### config.mk
export PLATFORM = sky130hd
export DESIGN_NAME = fetch_unit
export DESIGN_NICKNAME = d
export VERILOG_FILES = /design/src/rtl/fetch_unit.sv
export SDC_FILE = /design/constraint.sdc
export NUM_CORES = 1
export LEC_CHECK = 0
export ABC_CLOCK_PERIOD_IN_PS = 2900
export CAP_MARGIN = 20
export CORE_MARGIN = 1
export CORE_UTILIZATION = 50
export DETAILED_ROUTE_END_ITERATION = 7
export GPL_ROUTABILITY_DRIVEN = 0
export PLACE_DENSITY_LB_ADDON = 0.3
export SYNTH_ARGS = -nofsm -noshare
export SYNTH_HDL_FRONTEND = slang
export SYNTH_SLANG_ARGS = --single-unit
### constraint.sdc
create_clock -name clk -period 2.9 [get_ports clk]
set_input_delay 0.58 -clock clk [delete_from_list [all_inputs] [get_ports clk]]
set_output_delay 0.58 -clock clk [all_outputs]
set_load 0.02 [all_outputs]
### src/rtl/fetch_unit.sv
// Fetch front end: owns the fetch PC, issues single-outstanding imem
// reads, buffers responses in a prefetch FIFO, flushes on redirect.
//
// Ports:
//   clk, reset                  clock, async active-high reset
//   redirect_valid/redirect_pc  branch redirect from writeback
//   imem_req/imem_addr          word read request, held until imem_ack
//   imem_ack/imem_rdata         response, data valid with ack
//   out_valid/out_instr/out_pc  FIFO head to decode
//   out_ready                   decode accepts head this cycle
module fetch_unit #(
  parameter logic [31:0] RESET_PC = 32'h0000_0000,
  parameter int          DEPTH    = 4,
  parameter int          PTR_W    = 2
) (
  input  logic        clk,
  input  logic        reset,
  input  logic        redirect_valid,
  input  logic [31:0] redirect_pc,
  output logic        imem_req,
  output logic [31:0] imem_addr,
  input  logic        imem_ack,
  input  logic [31:0] imem_rdata,
  output logic        out_valid,
  output logic [31:0] out_instr,
  output logic [31:0] out_pc,
  input  logic        out_ready
);

  typedef enum logic {
    RUN  = 1'b0,
    DROP = 1'b1
  } state_t;

  localparam logic [PTR_W+1:0] DEPTH_C = (PTR_W+2)'(DEPTH);

  state_t             state_q;
  state_t             state_d;
  logic [31:0]        pc_q;
  logic [31:0]        pc_d;
  logic [31:0]        addr_d;
  logic               req_d;
  logic [PTR_W:0]     cnt_q;
  logic [PTR_W:0]     cnt_d;
  logic [PTR_W-1:0]   rd_q;
  logic [PTR_W-1:0]   rd_d;
  logic [PTR_W-1:0]   wr_q;
  logic [PTR_W-1:0]   wr_d;
  logic [PTR_W+1:0]   occ;
  logic [63:0]        mem [DEPTH];
  logic [63:0]        head;
  logic               acked;
  logic               hold;
  logic               push;
  logic               pop;

  always_ff @(posedge clk or posedge reset) begin
    if (reset) begin
      state_q   <= RUN;
      pc_q      <= RESET_PC;
      imem_req  <= 1'b0;
      imem_addr <= RESET_PC;
      cnt_q     <= '0;
      rd_q      <= '0;
      wr_q      <= '0;
    end else begin
      state_q   <= state_d;
      pc_q      <= pc_d;
      imem_req  <= req_d;
      imem_addr <= addr_d;
      cnt_q     <= cnt_d;
      rd_q      <= rd_d;
      wr_q      <= wr_d;
    end
  end

  // Entry layout: {instr, pc}
  always_ff @(posedge clk) begin
    if (push) begin
      mem[wr_q] <= {imem_rdata, imem_addr};
    end
  end

  always_comb begin
    state_d = state_q;
    pc_d    = pc_q;
    cnt_d   = cnt_q;
    rd_d    = rd_q;
    wr_d    = wr_q;
    if (redirect_valid) begin
      pc_d    = redirect_pc & 32'hFFFF_FFFC;
      cnt_d   = '0;
      rd_d    = '0;
      wr_d    = '0;
      // an unacked request must still be drained, then discarded
      state_d = hold ? DROP : RUN;
    end else begin
      if (acked) begin
        state_d = RUN;
      end
      if (push) begin
        pc_d = imem_addr + 32'd4;
        wr_d = wr_q + 1'b1;
      end
      if (pop) begin
        rd_d = rd_q + 1'b1;
      end
      cnt_d = cnt_q + (PTR_W+1)'(push) - (PTR_W+1)'(pop);
    end
    // registered count only: a pop this cycle frees no slot yet
    occ    = {1'b0, cnt_q} + (PTR_W+2)'(push);
    req_d  = hold | redirect_valid | (occ < DEPTH_C);
    addr_d = hold ? imem_addr : pc_d;
  end

  always_comb begin
    acked     = imem_req & imem_ack;
    hold      = imem_req & ~imem_ack;
    push      = acked & (state_q == RUN) & ~redirect_valid;
    out_valid = (cnt_q != '0);
    pop       = out_valid & out_ready;
    head      = mem[rd_q];
    out_instr = out_valid ? head[63:32] : 32'h0;
    out_pc    = out_valid ? head[31:0] : 32'h0;
  end

endmodule

==> results of run 1 <==
-- layout make-up --
class	instances	share of cell area, %
sequential	329	56.2
timing repair buffer	203	12.2
multi-input combinational	460	22.7
tap	335	2.47
inverter	7	0.155
clock buffer	44	5.62
clock inverter	18	0.687
-- registers in the layout, indices dropped and copies added, names as in the netlist --
| name | count |
|---|---|
| cnt_q | 3 |
| state_q | 1 |
| wr_q | 2 |
| imem_req | 1 |
| imem_addr | 32 |
| pc_q | 32 |
| rd_q | 2 |
| mem | 256 |
-- through the flow --
step           worst slack, ns  cells  TNS (ns)  cell area (µm²)
5_1_grt               -0.00209   1396  -0.00209            16900
3_5_place_dp             0.232   1332         0            15900
3_3_place_gp             0.279   1332         0            15900
2_1_floorplan            0.204    842         0            13600
6_report                0.0676   1396         0            16900
4_1_cts                 -0.161   1396    -0.471            16900
-- logic make-up (layout without fill, tap and decap cells) --
group | Yosys count | after routing
xor gates and xnor gates | 28 | 28
muxes | 77 | 77
buffers and inverters | 53 | 272
adders and majority gates | 8 | 8
AOI/OAI and AO/OA | 93 | 93
and+or+nand+nor | 254 | 254
DFF | 329 | 329
-- critical path, cell delays in order (launching register included) --
cell and delay [ns]:
dfrtp_4 0.50, buf_12 0.22, mux4_2 0.53, and2_1 0.17, dlygate4sd2_1 0.31
-- worst max path at each step --
stage	startpoint	endpoint	slack, ns	depth (start not counted)
floorplan	redirect_valid	mem[1][0]	0.20	5
global placement	imem_ack	cnt_q[2]	0.28	7
detailed placement	imem_ack	cnt_q[2]	0.23	7
CTS	rd_q[0]	out_instr[2]	-0.16	4
global route	rd_q[0]	out_pc[25]	-0.002	4
finish	rd_q[0]	out_pc[25]	0.07	4
-- metal layers --
| metal | global-route usage, % | share of wire (%) |
|---|---|---|
| met2 | 33.3 | 48 |
| met5 | 0 | 0 |
| met4 | 6.08 | 1.7 |
| met3 | 3.92 | 5.5 |
| met1 | 28.4 | 44 |
-- power by group --
group / internal [mW] / switching [mW] / total, mW
Combinational: 1.97 / 2.18 / 4.15
Clock: 2.41 / 1.72 / 4.14
Sequential: 5.48 / 0.355 / 5.84
Total: 9.87 / 4.26 / 14.1
-- Yosys cell counts (all sizes together) --
master	instances	area (µm²)
o22a	1	8.76
and4	3	28.8
fa	1	20.0
dfrtp	73	1830
nand3b	1	7.51
nor4	2	33.8
o221ai	11	103
and3b	2	17.5
ha	7	87.6
mux2	6	67.6
nor2b	4	25.0
a21oi	34	170
a22oi	1	7.51
o21ai	27	135
and2	75	469
or3	3	18.8
a221o	3	30.0
nand4	11	90.1
clkbuf	32	120
nor2	45	169
o2bb2ai	1	8.76
xnor2	16	140
and3	4	25.0
buf	14	66.3
o31ai	2	15.0
a211oi	1	7.51
inv	7	26.3
nor4b	1	15.0
edfxtp	256	7690
nor3	9	50.1
nand2	81	304
o211ai	4	30.0
o41ai	2	17.5
mux2i	7	70.1
o21a	1	7.51
nand3	12	60.1
mux4	64	1440
xor2	12	105
a21o	5	37.5
nand2b	1	6.26
-- cells in the final DEF, fill, tap and decap left out, types with 23 or more instances in the layout --
cell / Yosys / layout
a21oi_1: 34 / 34
dlygate4sd2_1: 0 / 46
clkdlybuf4s50_1: 0 / 98
and2_1: 74 / 70
nor2_1: 45 / 45
o21ai_0: 23 / 23
nand2_1: 81 / 81
dfrtp_1: 73 / 71
mux4_2: 64 / 64
edfxtp_1: 256 / 256
clkbuf_16: 0 / 37
-- repair_timing --
action | 4_1_cts | 5_1_grt
hold buffers | 0 | 0
gates resized for setup | 64 | 22
endpoints found under the setup margin | 64 | 16
buffers inserted | 2 | 0
==> run metrics, run 1 <==
status finished, final reports clean; H-tree Lvls 2; fin. max-slew vios 0; Finished Core Util 64.3%; Die Wd 167 µm; Total GRT Usage 20.5%; YS warnings 0; Worst Hold Depth 3; final worst-path cycle share 97.7%; Compound-Gate Fraction of Synth Area 4.26%; reg2reg end cnt_q[2]; final-stage net count 1112; CTS buffer count 34; share of cells above drive strength 1 17.1%; Synth Register Bits 329; Synth-to-Final Area Change 25.0%; clock root buffer clkbuf_16; wire per inst 19.8 µm; P per Cell Area 834 nW/µm²; core area 26400 µm²; Min Hold Slack 0.461 ns; Routed Antenna Nets 0; Rows 59; Final HPWL DP 17500 µm; minimum clock period 2.83 ns; average vias per placed instance 5.58; fillers 1903; Fin Clk Skew 0.0121 ns; drt pass-1 iters 5; adder-cell area share of the yosys netlist 0.794%; # setup viols final 0; cells after synthesis 842; via count 7793; Slew headroom 48.7%; io pins 167; Hold Path Sink state_q; die area 27800 µm²; Startpoint Class flop; Fmax 353 MHz; distinct cell type count after synthesis 49; # diodes 0; number of global-route vias before repair 8042; first-pass GRT wire length 44200 µm; syn avg cell area 16.1 µm²; startpoint of the worst hold path redirect_valid; worst reg2reg setup slack 0.45 ns; Worst Path Arrival 2.25 ns; Crit Reg-Reg Startpoint cnt_q[1]; syn_nets 919; Max Cap Viol 0; Starting Density 51.4%; Tightest Hold Check Type in -> reg; final total power 14.1 mW; Synth Area in XOR/XNOR 1.81%; largest net degree at the start of global routing 76; combinational family with the most area after synthesis multiplexers; CTS Buffer Depth 3; GRT Residual Overflow 0; CP endpoint kind output port; Iteration-0 DRC Markers 506; fraction of the mapped netlist area in simple logic gates 9.74%; Worst-path clk slew 0.06 ns; register area share after synthesis 70.2%; CP max FO 20; post-synthesis cell area 13600 µm²; worst slew pin tran 0.770 ns; final hold violation count 0; count of buffers from port buffering 164; CP Class reg -> out; Worst Path Required 2.32 ns; Routed WL 27600 µm; worst vdd ir 0.453 mV; Reg area 9520 µm²; Num Clock Sinks 329; die height 167 µm; Leakage Power 6.15 nW; Worst Reg-to-Reg Cells 9; TritonCTS clock tree done; # DRC 0; initial antenna violation count 0; post-synthesis mux area share 11.6%; worst skew pair latency 0.50 ns; footprint of the multi-input gates 3840 µm²
(Power assumes the default switching activity.)
==> run 2, diff against run 1 <==
--- a/config.mk
+++ b/config.mk
@@ -12,6 +12,7 @@
 export DETAILED_ROUTE_END_ITERATION = 7
 export GPL_ROUTABILITY_DRIVEN = 0
 export PLACE_DENSITY_LB_ADDON = 0.3
+export REMOVE_ABC_BUFFERS = 1
 export SYNTH_ARGS = -nofsm -noshare
 export SYNTH_HDL_FRONTEND = slang
 export SYNTH_SLANG_ARGS = --single-unit
==> run 2 against run 1 <==
Against the previous run:
- sequential cell count did not move
- combinational power rose by 6.7%
- hold slack got worse by 0.0045 ns
- highest routed layer unchanged
- global-route usage rose by 1.0 points
- largest power group unchanged
- clock power rose by 1%
- setup slack got worse by 0.0039 ns
- maximum frequency fell by 0.14%
==> run metrics, run 2 (synthesis results as in run 1) <==
drt pass-1 iters 5 (unchanged); TritonCTS clock tree done (unchanged); CP Class reg -> out (unchanged); clock root buffer clkbuf_16 (unchanged); Startpoint Class flop (unchanged); P per Cell Area 842 nW/µm² (was 834 nW/µm²); Die Wd 167 µm (unchanged); via count 7786 (was 7793); final hold violation count 0 (unchanged); Routed Antenna Nets 0 (unchanged); Flop pwr share 40.3% (was 41.3%); die area 27800 µm² (unchanged); H-tree Lvls 2 (unchanged); commonest non-fill, non-tap cell in the layout edfxtp_1 (unchanged); Tightest Hold Check Type in -> async (was in -> reg); Inst Count DP 1334 (was 1332); Leakage Power 6.21 nW (was 6.15 nW); GRT Residual Overflow 0 (unchanged); Num Clock Sinks 329 (unchanged); final-stage net count 1129 (was 1112); Rows 59 (unchanged); largest net degree at the start of global routing 76 (unchanged); CP endpoint kind output port (unchanged); worst reg2reg setup slack 0.46 ns (was 0.45 ns); Total GRT Usage 21.5% (was 20.5%); core area 26400 µm² (unchanged); Worst-path clk slew 0.06 ns (about the same); number of global-route vias before repair 7950 (was 8042); # diodes 0 (unchanged); final worst-path cycle share 97.8% (was 97.7%); worst vdd ir 0.438 mV (was 0.453 mV); Slew headroom 51.0% (was 48.7%); average vias per placed instance 5.51 (was 5.58); flip-flop count of the largest register after layout 256 (unchanged); Routed met3 length 1240 µm (was 1530 µm); Synth-to-Final Area Change 26.4% (was 25.0%); NetSw 4.33 mW (was 4.26 mW); status finished, final reports clean (unchanged); reg2reg end cnt_q[2] (unchanged); fillers 1854 (was 1903); Fin Clk Skew 0.0214 ns (was 0.0121 ns); count of buffers from port buffering 164 (unchanged); DR WL met2 14900 µm (was 13400 µm); DR top layer met4 (unchanged); met1 wire length 12400 µm (was 12300 µm); final non-filler cell total 1413 (was 1396); Starting Density 51.4% (unchanged); Max Cap Viol 0 (unchanged); Fmax 353 MHz (about the same); # setup viols final 0 (unchanged); # DRC 0 (unchanged); CTS buffer count 35 (was 34); minimum clock period 2.84 ns (was 2.83 ns); CP max FO 8 (was 20); Routed WL 29000 µm (was 27600 µm); io pins 167 (unchanged); Worst Reg-to-Reg Cells 9 (unchanged); Clock power frac 29.0% (was 29.3%); first-pass GRT wire length 45500 µm (was 44200 µm); wire per inst 20.5 µm (was 19.8 µm); Top Registers mem: 256 flops, imem_addr: 32 flops, pc_q: 32 flops (unchanged); RSZ-0062 raised after global routing true; Int Power 10.1 mW (was 9.87 mW); Finished Core Util 65.0% (was 64.3%); Min Hold Slack 0.456 ns (was 0.461 ns); Crit Reg-Reg Startpoint cnt_q[1] (unchanged); Comb pwr share 30.7% (was 29.4%); Worst Path Arrival 2.26 ns (was 2.25 ns); fin. max-slew vios 0 (unchanged); Final HPWL DP 17800 µm (was 17500 µm); die height 167 µm (unchanged); share of cells above drive strength 1 20.5% (was 17.1%); initial antenna violation count 0 (unchanged); worst slew pin tran 0.735 ns (was 0.770 ns); worst skew pair latency 0.51 ns (was 0.50 ns); Hold Buf Count CTS 0 (unchanged); commonest cells after routing, fill and taps aside 256 x edfxtp_1, 98 x clkdlybuf4s50_1, 81 x nand2_1 (unchanged); largest reg by FF count mem (unchanged); Worst Path Required 2.32 ns (about the same); Iteration-0 DRC Markers 593 (was 506); Sw Share 30.0% (was 30.1%); CTS Buffer Depth 3 (unchanged)
run 2: worst max path at each step:
stage / start / to / slack, ns / depth (start not counted)
floorplan: rd_q[0] / out_instr[0] / -1.16 / 2
global placement: rd_q[0] / out_pc[16] / 0.29 / 4
detailed placement: rd_q[0] / out_pc[16] / 0.27 / 4
CTS: rd_q[0] / out_instr[24] / -0.07 / 5
global route: rd_q[0] / out_pc[6] / -0.02 / 5
finish: rd_q[0] / out_instr[1] / 0.06 / 6
run 2: layer usage:
layer  vias to the layer above  track usage [%]
met5                         -                0
met4                         0             5.52
met3                        39             3.21
met2                       188             36.9
met1                      3935             29.0
li1                       3624                -
run 2: metrics by stage:
step	instance area [µm²]	TNS (ns)	total power [mW]	setup slack (ns)
after CTS	17100	-0.525	14.5	-0.0694
after detailed placement	16000	0	10.5	0.266
final	17100	0	14.4	0.0637
after global routing	17100	-0.0213	15.1	-0.0213
after floorplan	13400	-140.97	8.40	-1.16
after global placement	16000	0	10.4	0.288
run 2: layout make-up:
class | count | area, µm² | area share, %
Multi-Input combinational cell | 460 | 3850 | 22.5
Sequential cell | 329 | 9520 | 55.6
Tap cell | 335 | 419 | 2.45
Timing Repair Buffer | 219 | 2220 | 13.0
Clock inverter | 14 | 73.8 | 0.431
Clock buffer | 49 | 1020 | 5.96
Inverter | 7 | 26.3 | 0.153
run 2: timing repair:
item,CTS,global route
cloned,2,1
endpoints found under the setup margin,64,24
setup buffers,5,8
gates resized for setup,110,39
run 2: power by group through the flow:
stage	Combinational (mW)	Sequential, mW	Clock (mW)
3_5_place_dp	4.54	5.92	0
5_1_grt	4.75	5.86	4.47
3_3_place_gp	4.50	5.89	0
4_1_cts	4.40	5.82	4.28
6_report	4.43	5.81	4.19
2_1_floorplan	2.26	6.14	0
run 2: worst max-delay path, stage by stage (launching register included):
cell             delay [ns]
dfrtp_4                0.51
buf_4                  0.15
buf_12                 0.12
buf_16                 0.15
mux4_2                 0.41
and2_1                 0.18
clkdlybuf4s15_2        0.25
